File: src/rtl/text_cmd_decoder.sv
// Cursor-based UART command decoder for the text-mode screen buffer.
// Decodes control/argument bytes and drives the buffer write port.
module text_cmd_decoder #(
    parameter int N_COL         = 80,
    parameter int N_ROW         = 30,
    parameter int N_COL_WIDTH   = 7,
    parameter int N_ROW_WIDTH   = 5,
    parameter int DATA_WIDTH    = 8,
    parameter int N_CHARS_WIDTH = 7,
    parameter int ATTR_WIDTH    = 8,
    parameter logic [ATTR_WIDTH-1:0] DEFAULT_ATTR = 8'h0F,
    parameter int TIMEOUT_CYC   = 2500000,
    parameter int TO_WIDTH      = 22
) (
    input  logic                     clk_i,
    input  logic                     rstn_i,
    input  logic                     valid_i,
    input  logic [DATA_WIDTH-1:0]    data_i,
    output logic                     wr_en_o,
    output logic [N_COL_WIDTH-1:0]   col_w_o,
    output logic [N_ROW_WIDTH-1:0]   row_w_o,
    output logic [N_CHARS_WIDTH-1:0] char_o,
    output logic [ATTR_WIDTH-1:0]    attr_o,
    output logic [N_COL_WIDTH-1:0]   cursor_col_o,
    output logic [N_ROW_WIDTH-1:0]   cursor_row_o,
    output logic                     busy_o,
    output logic                     overrun_o
);

    localparam logic [2:0] S_IDLE     = 3'd0;
    localparam logic [2:0] S_ARG_COL  = 3'd1;
    localparam logic [2:0] S_ARG_ROW  = 3'd2;
    localparam logic [2:0] S_ARG_ATTR = 3'd3;
    localparam logic [2:0] S_CLEAR    = 3'd4;

    localparam logic [N_COL_WIDTH-1:0] COL_LAST = N_COL_WIDTH'(N_COL - 1);
    localparam logic [N_ROW_WIDTH-1:0] ROW_LAST = N_ROW_WIDTH'(N_ROW - 1);
    localparam logic [DATA_WIDTH-1:0]  COL_MAX_B = DATA_WIDTH'(N_COL - 1);
    localparam logic [DATA_WIDTH-1:0]  ROW_MAX_B = DATA_WIDTH'(N_ROW - 1);
    localparam logic [TO_WIDTH-1:0]    TO_LAST  = TO_WIDTH'(TIMEOUT_CYC - 1);

    localparam logic [DATA_WIDTH-1:0] B_SETPOS = DATA_WIDTH'('h01);
    localparam logic [DATA_WIDTH-1:0] B_ATTR   = DATA_WIDTH'('h02);
    localparam logic [DATA_WIDTH-1:0] B_CLEAR  = DATA_WIDTH'('h03);
    localparam logic [DATA_WIDTH-1:0] B_BS     = DATA_WIDTH'('h08);
    localparam logic [DATA_WIDTH-1:0] B_LF     = DATA_WIDTH'('h0A);
    localparam logic [DATA_WIDTH-1:0] B_CR     = DATA_WIDTH'('h0D);
    localparam logic [DATA_WIDTH-1:0] B_PR_LO  = DATA_WIDTH'('h20);
    localparam logic [DATA_WIDTH-1:0] B_PR_HI  = DATA_WIDTH'('h7E);

    localparam logic [N_CHARS_WIDTH-1:0] CHAR_SP = N_CHARS_WIDTH'('h20);

    function automatic logic [N_COL_WIDTH-1:0] col_inc(
        input logic [N_COL_WIDTH-1:0] c
    );
        return (c == COL_LAST) ? '0 : c + N_COL_WIDTH'(1);
    endfunction

    function automatic logic [N_ROW_WIDTH-1:0] row_inc(
        input logic [N_ROW_WIDTH-1:0] r
    );
        return (r == ROW_LAST) ? '0 : r + N_ROW_WIDTH'(1);
    endfunction

    logic [2:0]               state_q, state_d;
    logic                     valid_q;
    logic [TO_WIDTH-1:0]      to_q, to_d;
    logic [N_COL_WIDTH-1:0]   cur_col_q, cur_col_d;
    logic [N_ROW_WIDTH-1:0]   cur_row_q, cur_row_d;
    logic [N_COL_WIDTH-1:0]   arg_col_q, arg_col_d;
    logic [ATTR_WIDTH-1:0]    attr_q, attr_d;
    logic                     wr_en_q, wr_en_d;
    logic [N_COL_WIDTH-1:0]   col_w_q, col_w_d;
    logic [N_ROW_WIDTH-1:0]   row_w_q, row_w_d;
    logic [N_CHARS_WIDTH-1:0] char_q, char_d;
    logic                     busy_q, busy_d;
    logic                     overrun_q, overrun_d;
    logic [N_COL_WIDTH-1:0]   clr_col_q, clr_col_d;
    logic [N_ROW_WIDTH-1:0]   clr_row_q, clr_row_d;
    logic                     clr_done_q, clr_done_d;

    logic                     accept;
    logic                     arg_st;
    logic [N_COL_WIDTH-1:0]   col_clamp;
    logic [N_ROW_WIDTH-1:0]   row_clamp;

    assign accept = valid_i & ~valid_q;
    assign arg_st = (state_q == S_ARG_COL) || (state_q == S_ARG_ROW) ||
                    (state_q == S_ARG_ATTR);

    // Clamp raw argument bytes into the visible grid
    always_comb begin
        col_clamp = (data_i > COL_MAX_B) ? COL_LAST : data_i[N_COL_WIDTH-1:0];
        row_clamp = (data_i > ROW_MAX_B) ? ROW_LAST : data_i[N_ROW_WIDTH-1:0];
    end

    // Command decode, argument timeout and clear sequencing
    always_comb begin
        state_d    = state_q;
        to_d       = '0;
        cur_col_d  = cur_col_q;
        cur_row_d  = cur_row_q;
        arg_col_d  = arg_col_q;
        attr_d     = attr_q;
        wr_en_d    = 1'b0;
        col_w_d    = col_w_q;
        row_w_d    = row_w_q;
        char_d     = char_q;
        busy_d     = busy_q;
        overrun_d  = 1'b0;
        clr_col_d  = clr_col_q;
        clr_row_d  = clr_row_q;
        clr_done_d = clr_done_q;

        // A stalled partial command is abandoned; accepts win over expiry
        if (arg_st && !accept) begin
            if (to_q == TO_LAST) begin
                state_d = S_IDLE;
            end else begin
                to_d = to_q + TO_WIDTH'(1);
            end
        end

        case (state_q)
            S_IDLE: begin
                if (accept) begin
                    if (data_i == B_SETPOS) begin
                        state_d = S_ARG_COL;
                    end else if (data_i == B_ATTR) begin
                        state_d = S_ARG_ATTR;
                    end else if (data_i == B_CLEAR) begin
                        // First cell goes out with the accept itself
                        state_d    = S_CLEAR;
                        busy_d     = 1'b1;
                        wr_en_d    = 1'b1;
                        col_w_d    = '0;
                        row_w_d    = '0;
                        char_d     = CHAR_SP;
                        clr_col_d  = col_inc('0);
                        clr_row_d  = (COL_LAST == '0) ? row_inc('0) : '0;
                        clr_done_d = (COL_LAST == '0) && (ROW_LAST == '0);
                    end else if (data_i == B_LF) begin
                        cur_col_d = '0;
                        cur_row_d = row_inc(cur_row_q);
                    end else if (data_i == B_CR) begin
                        cur_col_d = '0;
                    end else if (data_i == B_BS) begin
                        if (cur_col_q != '0) begin
                            cur_col_d = cur_col_q - N_COL_WIDTH'(1);
                        end
                    end else if (data_i >= B_PR_LO && data_i <= B_PR_HI) begin
                        wr_en_d   = 1'b1;
                        col_w_d   = cur_col_q;
                        row_w_d   = cur_row_q;
                        char_d    = data_i[N_CHARS_WIDTH-1:0];
                        cur_col_d = col_inc(cur_col_q);
                        if (cur_col_q == COL_LAST) begin
                            cur_row_d = row_inc(cur_row_q);
                        end
                    end
                end
            end
            S_ARG_COL: begin
                if (accept) begin
                    arg_col_d = col_clamp;
                    state_d   = S_ARG_ROW;
                end
            end
            S_ARG_ROW: begin
                if (accept) begin
                    cur_col_d = arg_col_q;
                    cur_row_d = row_clamp;
                    state_d   = S_IDLE;
                end
            end
            S_ARG_ATTR: begin
                if (accept) begin
                    attr_d  = data_i[ATTR_WIDTH-1:0];
                    state_d = S_IDLE;
                end
            end
            S_CLEAR: begin
                if (accept) begin
                    overrun_d = 1'b1;
                end
                if (clr_done_q) begin
                    state_d   = S_IDLE;
                    busy_d    = 1'b0;
                    cur_col_d = '0;
                    cur_row_d = '0;
                end else begin
                    wr_en_d    = 1'b1;
                    col_w_d    = clr_col_q;
                    row_w_d    = clr_row_q;
                    char_d     = CHAR_SP;
                    clr_col_d  = col_inc(clr_col_q);
                    if (clr_col_q == COL_LAST) begin
                        clr_row_d = row_inc(clr_row_q);
                    end
                    clr_done_d = (clr_col_q == COL_LAST) &&
                                 (clr_row_q == ROW_LAST);
                end
            end
            default: begin
                state_d = S_IDLE;
            end
        endcase
    end

    // State registers; valid history resets high to ignore a held level
    always_ff @(posedge clk_i) begin
        if (!rstn_i) begin
            state_q    <= S_IDLE;
            valid_q    <= 1'b1;
            to_q       <= '0;
            cur_col_q  <= '0;
            cur_row_q  <= '0;
            arg_col_q  <= '0;
            attr_q     <= DEFAULT_ATTR;
            wr_en_q    <= 1'b0;
            col_w_q    <= '0;
            row_w_q    <= '0;
            char_q     <= '0;
            busy_q     <= 1'b0;
            overrun_q  <= 1'b0;
            clr_col_q  <= '0;
            clr_row_q  <= '0;
            clr_done_q <= 1'b0;
        end else begin
            state_q    <= state_d;
            valid_q    <= valid_i;
            to_q       <= to_d;
            cur_col_q  <= cur_col_d;
            cur_row_q  <= cur_row_d;
            arg_col_q  <= arg_col_d;
            attr_q     <= attr_d;
            wr_en_q    <= wr_en_d;
            col_w_q    <= col_w_d;
            row_w_q    <= row_w_d;
            char_q     <= char_d;
            busy_q     <= busy_d;
            overrun_q  <= overrun_d;
            clr_col_q  <= clr_col_d;
            clr_row_q  <= clr_row_d;
            clr_done_q <= clr_done_d;
        end
    end

    assign wr_en_o      = wr_en_q;
    assign col_w_o      = col_w_q;
    assign row_w_o      = row_w_q;
    assign char_o       = char_q;
    assign attr_o       = attr_q;
    assign cursor_col_o = cur_col_q;
    assign cursor_row_o = cur_row_q;
    assign busy_o       = busy_q;
    assign overrun_o    = overrun_q;

endmodule

File: config.mk
export PLATFORM = sky130hd
export DESIGN_NAME = text_cmd_decoder
export DESIGN_NICKNAME = d
export VERILOG_FILES = /design/src/rtl/text_cmd_decoder.sv
export SDC_FILE = /design/constraint.sdc
export NUM_CORES = 1
export LEC_CHECK = 0
export CAP_MARGIN = 40
export CORE_ASPECT_RATIO = 1.2
export CORE_MARGIN = 2
export CORE_UTILIZATION = 56
export DETAILED_ROUTE_END_ITERATION = 8
export PLACE_DENSITY = 0.87
export SYNTH_ARGS = -nofsm -noshare
export SYNTH_HDL_FRONTEND = slang
export SYNTH_SLANG_ARGS = --single-unit
File: constraint.sdc
create_clock -name clk_i -period 2.7 [get_ports clk_i]
set_clock_uncertainty 0.15 [all_clocks]
set_input_delay 0.54 -clock clk_i [delete_from_list [all_inputs] [get_ports clk_i]]
set_output_delay 0.54 -clock clk_i [all_outputs]
set_load 0.02 [all_outputs]
==> run summary, run 1 <==
synthesized area: 4500 um2
via total after detailed routing: 4,145
critical path type: in -> reg
critical path startpoint category: input pin
wire length of the first global-routing pass: 19,000 um
filler instances: 564
total negative slack: 0 ns
async set-reset flop share out of synthesis: 0%
drc violations: 5
Critical-path top delay cell: sky130_fd_sc_hd__or4_4
Die ar.: 8780 um2
switching part of the total: 27.5%
CTS HTree Levels: 3
placed instance area: 5370 um2
global routing usage summed across all routing layers: 26.7%
headroom to the max-slew limit: 54.8%
failing checks: DRC
buffer levels on the longest clock path: 2
count of endpoints failing setup in the final report: 0
clock root buffer: sky130_fd_sc_hd__clkbuf_8
initial standard-cell utilization of the core: 58.1%
peak supply drop: 0.000326 V
final number of hold-violating endpoints: 0
pin count of the biggest net entering global routing: 40
number of clock sinks: 88
post-layout minimum cycle time: 2.50 ns
count of buffers added by post-CTS timing repair for setup: 0
worst min-delay path category: reg -> reg
Hold Buf Count CTS: 0
post-detailed-route count of antenna-violating nets: 0
peak fanout along the critical path: 9
number of max-slew violations in the final report: 0
Core Footprint: 7750 um2
combinational cell fraction of total power: 9.6%
Detailed Routing Iterations Pass 1: 7
register area share after synthesis: 39.1%
Post-synth EDFFs: 0
arrival time reported for the critical path endpoint: 2.60 ns
number of global-route vias before repair: 4,099
antenna diode instance count: 0
area delta synth->final: 23.7%
switching component of the power: 0.000676 W
Tightest Pin Transition: 0.678 ns
post-synthesis share of cell area spent on full adders, half adders and majority gates: 2.50%
synthesized-area fraction occupied by ao, oa, aoi and oai cells: 20.0%
Routed Wire Length: 11,400 um
# nets final: 615
number of warnings reported in the yosys synthesis log: 0
Final period util: 92.6%
register bit total from synthesis: 88
vias per cell: 5.99
insertion delay of the later-clocked pin in the worst-skew pair: 0.37 ns
TritonCTS clock tree: built
Avg Cell Area, Syn: 8.71 um2
count of buffers from port buffering: 52
Max Freq: 400 MHz
result of the run: complete, but fails checks
largest family of logic cells by synthesized area: simple AND/OR/NAND/NOR gates
relative contribution of sequential cells to total power: 54.1%
Yosys cell types: 66
Internal Pwr Total: 0.00178 W
number of standard cells after synthesis: 517
pwr/cell area: 441 nW/um2
most frequently used flop master after synthesis: sky130_fd_sc_hd__dfxtp_1
count of boundary I/O pins: 53
routed length per instance: 16.4 um
placed wire-length estimate: 8560 um
number of clock buffers inserted by TritonCTS: 9
synthesized netlist net count: 537
max cap viols: 0
core occupancy in the finished layout: 71.9%
critical path, cell by cell: clkdlybuf4s50_1 -> or4_4 -> nor2_4 -> nand4b_2 -> a31oi_4 -> o21ai_2 -> a32o_1
kind of capture point of the worst setup path: flop
fin area: 5570 um2
RSZ-0062 raised after global routing: no
remaining global-route overflow: 0
Clock Pin Slew Worst Setup and Hold Paths: 0.09 ns
weighted congestion reported at the end of routability-driven placement: 0.962
CP max stage delay: 0.61 ns
Simple-Gate Fraction of Synth Area: 26.0%
DRT iter0 DRCs: 287
post-cts repair resize count: 0
leakage: 2.01 nW
fraction of synthesized area in multiplexers: 2.00%
initial antenna violation count: 0
Final Total Pwr: 0.00245 W
fraction of final layout cells sized beyond drive strength 1: 14.3%
Die Span X: 85.9 um
vertical extent of the die: 102 um
clock power share: 36.4%
fraction of synthesized cell area in xor and xnor cells: 6.03%
Data required, critical path: 2.80 ns
cell row count: 35
path summary, 6_finish.rpt:
path	from	endpoint	slack (ns)	cells past startpoint
worst min-delay path	to_q[0]	to_q[0]	0.29	1
worst max-delay path	data_i[4]	cursor_row_o[4]	0.20	7
worst min register to register	to_q[0]	to_q[0]	0.29	1
worst max register to register	clr_col_q[0]	clr_row_q[3]	0.40	7
layer usage:
layer / global-route usage [%] / share of wire (%) / vias to the layer above
met5: 0 / 0 / -
li1: - / - / 2012
met1: 31.8 / 42 / 1958
met2: 47.7 / 51 / 146
met4: 11.7 / 3.0 / 0
met3: 3.88 / 4.5 / 29
placed cells by master, fill, tap and decap left out, types with 7 or more instances in the layout:
master,Yosys,final
sky130_fd_sc_hd__a211oi_1,11,11
sky130_fd_sc_hd__a21oi_1,17,17
sky130_fd_sc_hd__a22oi_1,15,15
sky130_fd_sc_hd__and2_1,7,7
sky130_fd_sc_hd__and3_1,13,13
sky130_fd_sc_hd__buf_4,1,45
sky130_fd_sc_hd__clkbuf_8,0,9
sky130_fd_sc_hd__clkdlybuf4s50_1,0,52
sky130_fd_sc_hd__dfxtp_1,88,88
sky130_fd_sc_hd__ha_1,9,9
sky130_fd_sc_hd__inv_1,12,12
sky130_fd_sc_hd__mux2i_1,9,9
sky130_fd_sc_hd__nand2_1,39,39
sky130_fd_sc_hd__nand2b_1,10,10
sky130_fd_sc_hd__nand3_1,25,25
sky130_fd_sc_hd__nand4_1,13,13
sky130_fd_sc_hd__nor2_1,66,66
sky130_fd_sc_hd__nor2b_1,12,12
sky130_fd_sc_hd__o211a_1,7,7
sky130_fd_sc_hd__o21ai_0,18,18
sky130_fd_sc_hd__o21ai_1,7,7
sky130_fd_sc_hd__xnor2_1,17,17
sky130_fd_sc_hd__xor2_1,14,14
critical path, delay by kind of cell:
family | cells | cell delay (ns)
AND/OR/NAND/NOR | 3 | 0.85
AO/OA/AOI/OAI | 3 | 0.69
buffers and inverters | 1 | 0.52
synth_stat cells, types with 2 or more instances:
library cell,count,area (um2)
sky130_fd_sc_hd__a211oi_1,11,82.6
sky130_fd_sc_hd__a211oi_2,2,25.0
sky130_fd_sc_hd__a21boi_0,4,30.0
sky130_fd_sc_hd__a21oi_1,17,85.1
sky130_fd_sc_hd__a22oi_1,15,113
sky130_fd_sc_hd__a31o_1,2,17.5
sky130_fd_sc_hd__a31oi_1,3,18.8
sky130_fd_sc_hd__a32o_1,2,20.0
sky130_fd_sc_hd__a32oi_1,2,17.5
sky130_fd_sc_hd__and2_1,7,43.8
sky130_fd_sc_hd__and3_1,13,81.3
sky130_fd_sc_hd__and3b_1,2,17.5
sky130_fd_sc_hd__and4_1,5,43.8
sky130_fd_sc_hd__buf_2,18,90.1
sky130_fd_sc_hd__clkbuf_1,12,45.0
sky130_fd_sc_hd__dfxtp_1,88,1760
sky130_fd_sc_hd__ha_1,9,113
sky130_fd_sc_hd__inv_1,12,45.0
sky130_fd_sc_hd__mux2i_1,9,90.1
sky130_fd_sc_hd__nand2_1,39,146
sky130_fd_sc_hd__nand2b_1,10,62.6
sky130_fd_sc_hd__nand3_1,25,125
sky130_fd_sc_hd__nand3b_1,2,15.0
sky130_fd_sc_hd__nand4_1,13,81.3
sky130_fd_sc_hd__nor2_1,66,248
sky130_fd_sc_hd__nor2b_1,12,75.1
sky130_fd_sc_hd__nor3_1,4,20.0
sky130_fd_sc_hd__nor3_2,2,20.0
sky130_fd_sc_hd__nor3b_1,4,30.0
sky130_fd_sc_hd__nor4b_1,2,17.5
sky130_fd_sc_hd__o211a_1,7,70.1
sky130_fd_sc_hd__o211ai_1,5,37.5
sky130_fd_sc_hd__o21ai_0,18,90.1
sky130_fd_sc_hd__o21ai_1,7,35.0
sky130_fd_sc_hd__o221a_2,4,45.0
sky130_fd_sc_hd__o31ai_1,3,22.5
sky130_fd_sc_hd__or2_2,2,12.5
sky130_fd_sc_hd__or4_4,2,22.5
sky130_fd_sc_hd__xnor2_1,17,149
sky130_fd_sc_hd__xor2_1,14,123
kinds of logic (layout without fill, tap and decap cells):
kind of cell,Yosys count,count (layout)
buf+inv,44,127
xor+xnor,31,31
compound gates,117,117
fa+ha+maj,9,9
flops,88,88
simple gates,219,219
mux,9,9
cell type report:
cell class	instances	area [um2]	share of cell area, %
clock inverters	7	73.8	1.32
well taps	92	115	2.07
inverters	12	45.0	0.808
multi-input cells	385	2550	45.8
repair buffers	99	898	16.1
clock buffers	9	124	2.22
flip-flops and latches	88	1760	31.6
power groups by stage:
| stage | Combinational [W] | Clock, W | Sequential (W) |
|---|---|---|---|
| final | 0.000235 | 0.000893 | 0.00133 |
| after global routing | 0.000251 | 0.000956 | 0.00133 |
| after CTS | 0.000232 | 0.000892 | 0.00133 |
| after detailed placement | 0.000231 | 0 | 0.00136 |
| after global placement | 0.000225 | 0 | 0.00136 |
| after floorplan | 0.000112 | 0 | 0.00137 |
flip-flops by register name, indices dropped and copies added, names as in the netlist, 3 cells and up:
signal and count:
arg_col_q 7, state_q 3, clr_row_q 5, clr_col_q 7
attr_o 8, to_q 22, row_w_o 5, char_o 7
cursor_col_o 7, cursor_row_o 5, col_w_o 7
metrics by stage:
stage | setup slack, ns | hold slack (ns) | cells
final | 0.200 | 0.287 | 692
after detailed placement | -0.168 | 0.282 | 676
after global routing | 0.0364 | 0.320 | 692
after floorplan | 0.363 | 0.263 | 517
after CTS | 0.204 | 0.294 | 692
after global placement | -0.114 | 0.272 | 676
Power figures use the tool's default switching activity.
==> run 2, diff against run 1 <==
CORE_UTILIZATION = 43   (was 56)
CTS_CLUSTER_DIAMETER = 30   (was unset)
PLACE_DENSITY = 0.71   (was 0.87)
SKIP_CTS_REPAIR_TIMING = 1   (was unset)
==> run 2 against run 1 <==
Net effect:
- die area grew 29%
- design area grew 3.0%
- largest power group unchanged
- final cell count grew 5.5%
- clock power grew 41%
- the run now ends clean
- count of clock-buffer cells in the layout is the same
- via count shrank 0.70%
==> run summary, run 2 (synthesized netlist as in run 1, its figures left out) <==
worst min-delay path category: reg -> reg
Clock Pin Slew Worst Setup and Hold Paths: 0.06 ns (-0.03 ns)
Critical-path top delay cell: sky130_fd_sc_hd__clkdlybuf4s50_1
final number of hold-violating endpoints: 0 (unchanged)
kind of capture point of the worst setup path: flop
met2 global-route usage: 37.8% (-9.9 points)
FF/Latch Area: 1760 um2 (unchanged)
pwr/cell area: 492 nW/um2 (+12%)
met3 Usage GRT: 4.37% (+0.49 points)
routed length per instance: 15.8 um (-3.5%)
initial antenna violation count: 0 (unchanged)
worst r2r src: clr_col_q[0]
via total after detailed routing: 4,116 (-0.70%)
area used by multi-input combinational logic: 2550 um2 (unchanged)
remaining global-route overflow: 0 (unchanged)
Tightest Pin Transition: 0.664 ns (-0.0135 ns)
number of global-route vias before repair: 4,001 (-2.4%)
cell row count: 40 (+14%)
result of the run: finished, final reports clean
Die ar.: 11,300 um2 (+29%)
number of clock buffers inserted by TritonCTS: 9 (unchanged)
weighted congestion reported at the end of routability-driven placement: 0.967 (+0.49%)
post-layout minimum cycle time: 2.57 ns (+0.0746 ns)
CP max stage delay: 0.51 ns (-0.10 ns)
number of max-slew violations in the final report: 0 (unchanged)
top register by number of flip-flops: to_q
peak supply drop: 0.000354 V (+8.5%)
CTS HTree Levels: 3 (unchanged)
number of clock sinks: 88 (unchanged)
fin area: 5740 um2 (+3.0%)
vertical extent of the die: 116 um (+14%)
RSZ-0062 raised after global routing: no
post-detailed-route count of antenna-violating nets: 0 (unchanged)
DRT iter0 DRCs: 253 (-12%)
leakage: 2.08 nW (+3.2%)
# nets final: 619 (+0.65%)
critical path type: in -> reg
Worst Setup SP: valid_i
Die Span X: 97.4 um (+13%)
Worst path top cell family by delay: compound AO/OA/AOI/OAI gates
total negative slack: 0 ns (unchanged)
Worst setup endpoint: cursor_row_o[4]
max cap viols: 0 (unchanged)
most used routing layer in global routing: met2
R2R cell count: 7 (unchanged)
fraction of final layout cells sized beyond drive strength 1: 14.9% (+0.57 points)
antenna diode instance count: 0 (unchanged)
Final period util: 95.4% (+2.8 points)
drc violations: 0 (-5)
insertion delay of the later-clocked pin in the worst-skew pair: 0.35 ns (-0.02 ns)
Largest register FFs: 22 (unchanged)
highest-count cells in the layout ignoring fill and taps: 88 x sky130_fd_sc_hd__dfxtp_1, 66 x sky130_fd_sc_hd__nor2_1, 51 x sky130_fd_sc_hd__clkdlybuf4s50_1
area delta synth->final: 27.5%
initial standard-cell utilization of the core: 44.5% (-14 points)
count of boundary I/O pins: 53 (unchanged)
global routing usage summed across all routing layers: 21.1% (-5.6 points)
placed instance area: 5430 um2 (+1.1%)
headroom to the max-slew limit: 55.7% (+0.90 points)
destination of the worst register-to-register timing path: clr_row_q[3]
peak fanout along the critical path: 10 (+1)
critical path, cell by cell: clkdlybuf4s50_1 -> or3b_4 -> a21oi_1 -> o41ai_4 -> buf_4 -> a31oi_4 -> o21ai_2 -> a32o_1
Core Footprint: 10,100 um2 (+30%)
clock root buffer: sky130_fd_sc_hd__clkbuf_16
sum of buffers and inverters on the critical path: 2 (+1)
critical path startpoint category: input pin
placed wire-length estimate: 8680 um (+1.4%)
wire length of the first global-routing pass: 19,400 um (+2.3%)
buffer levels on the longest clock path: 2 (unchanged)
Max Freq: 388 MHz (-2.9%)
count of endpoints failing setup in the final report: 0 (unchanged)
arrival time reported for the critical path endpoint: 2.66 ns (+0.06 ns)
critical path depth in cells: 8 (+1)
Routed Wire Length: 11,600 um (+1.8%)
pin count of the biggest net entering global routing: 39 (-2.5%)
TritonCTS clock tree: built
filler instances: 914 (+62%)
Data required, critical path: 2.79 ns (about the same)
Detailed Routing Iterations Pass 1: 5 (-2)
Worst R2R Setup Slack: 0.35 ns (-0.05 ns)
vias per cell: 5.64 (-5.9%)
leading cell type in the layout, fill and taps excluded: sky130_fd_sc_hd__dfxtp_1
count of buffers from port buffering: 52 (unchanged)
GR Layer Usage met1: 24.7% (-7.2 points)
[run 2: cell type report]
cell class | instances | area share (%)
inverter | 12 | 0.785
clock inverter | 7 | 1.37
clock buffer | 9 | 3.92
sequential | 88 | 30.7
timing repair buffer | 103 | 16.0
tap | 126 | 2.75
multi-input combinational | 385 | 44.5
[run 2: worst min-delay path by stage]
stage	startpoint	end	slack, ns	depth (start not counted)
after floorplan	to_q[0]	to_q[0]	0.26	1
after global placement	to_q[0]	to_q[0]	0.27	1
after detailed placement	to_q[0]	to_q[0]	0.29	1
after CTS	to_q[0]	to_q[0]	0.31	1
after global routing	to_q[0]	to_q[0]	0.33	1
final	to_q[0]	to_q[0]	0.30	1
[run 2: per-stage QoR]
step	std cells	setup WS (ns)	power, W	util (%)	hold WS, ns
after floorplan	517	0.363	0.00148	-	0.263
after global placement	714	-0.131	0.00159	53.8	0.272
after detailed placement	714	-0.227	0.00159	53.8	0.294
after CTS	730	0.132	0.00285	56.8	0.306
after global routing	730	0.00346	0.00293	56.8	0.326
final	730	0.125	0.00282	56.8	0.301
[run 2: power breakdown]
group | switching (W) | internal [W]
Clock | 0.000532 | 0.000726
Combinational | 0.000129 | 0.000109
Sequential | 0.0000163 | 0.00131
[run 2: layer usage]
layer  vias to the layer above  share of wire (%)
li1                       2027                  -
met1                      1938                 42
met2                       125                 51
met3                        26                4.9
met4                         0                2.4
met5                         -                  0
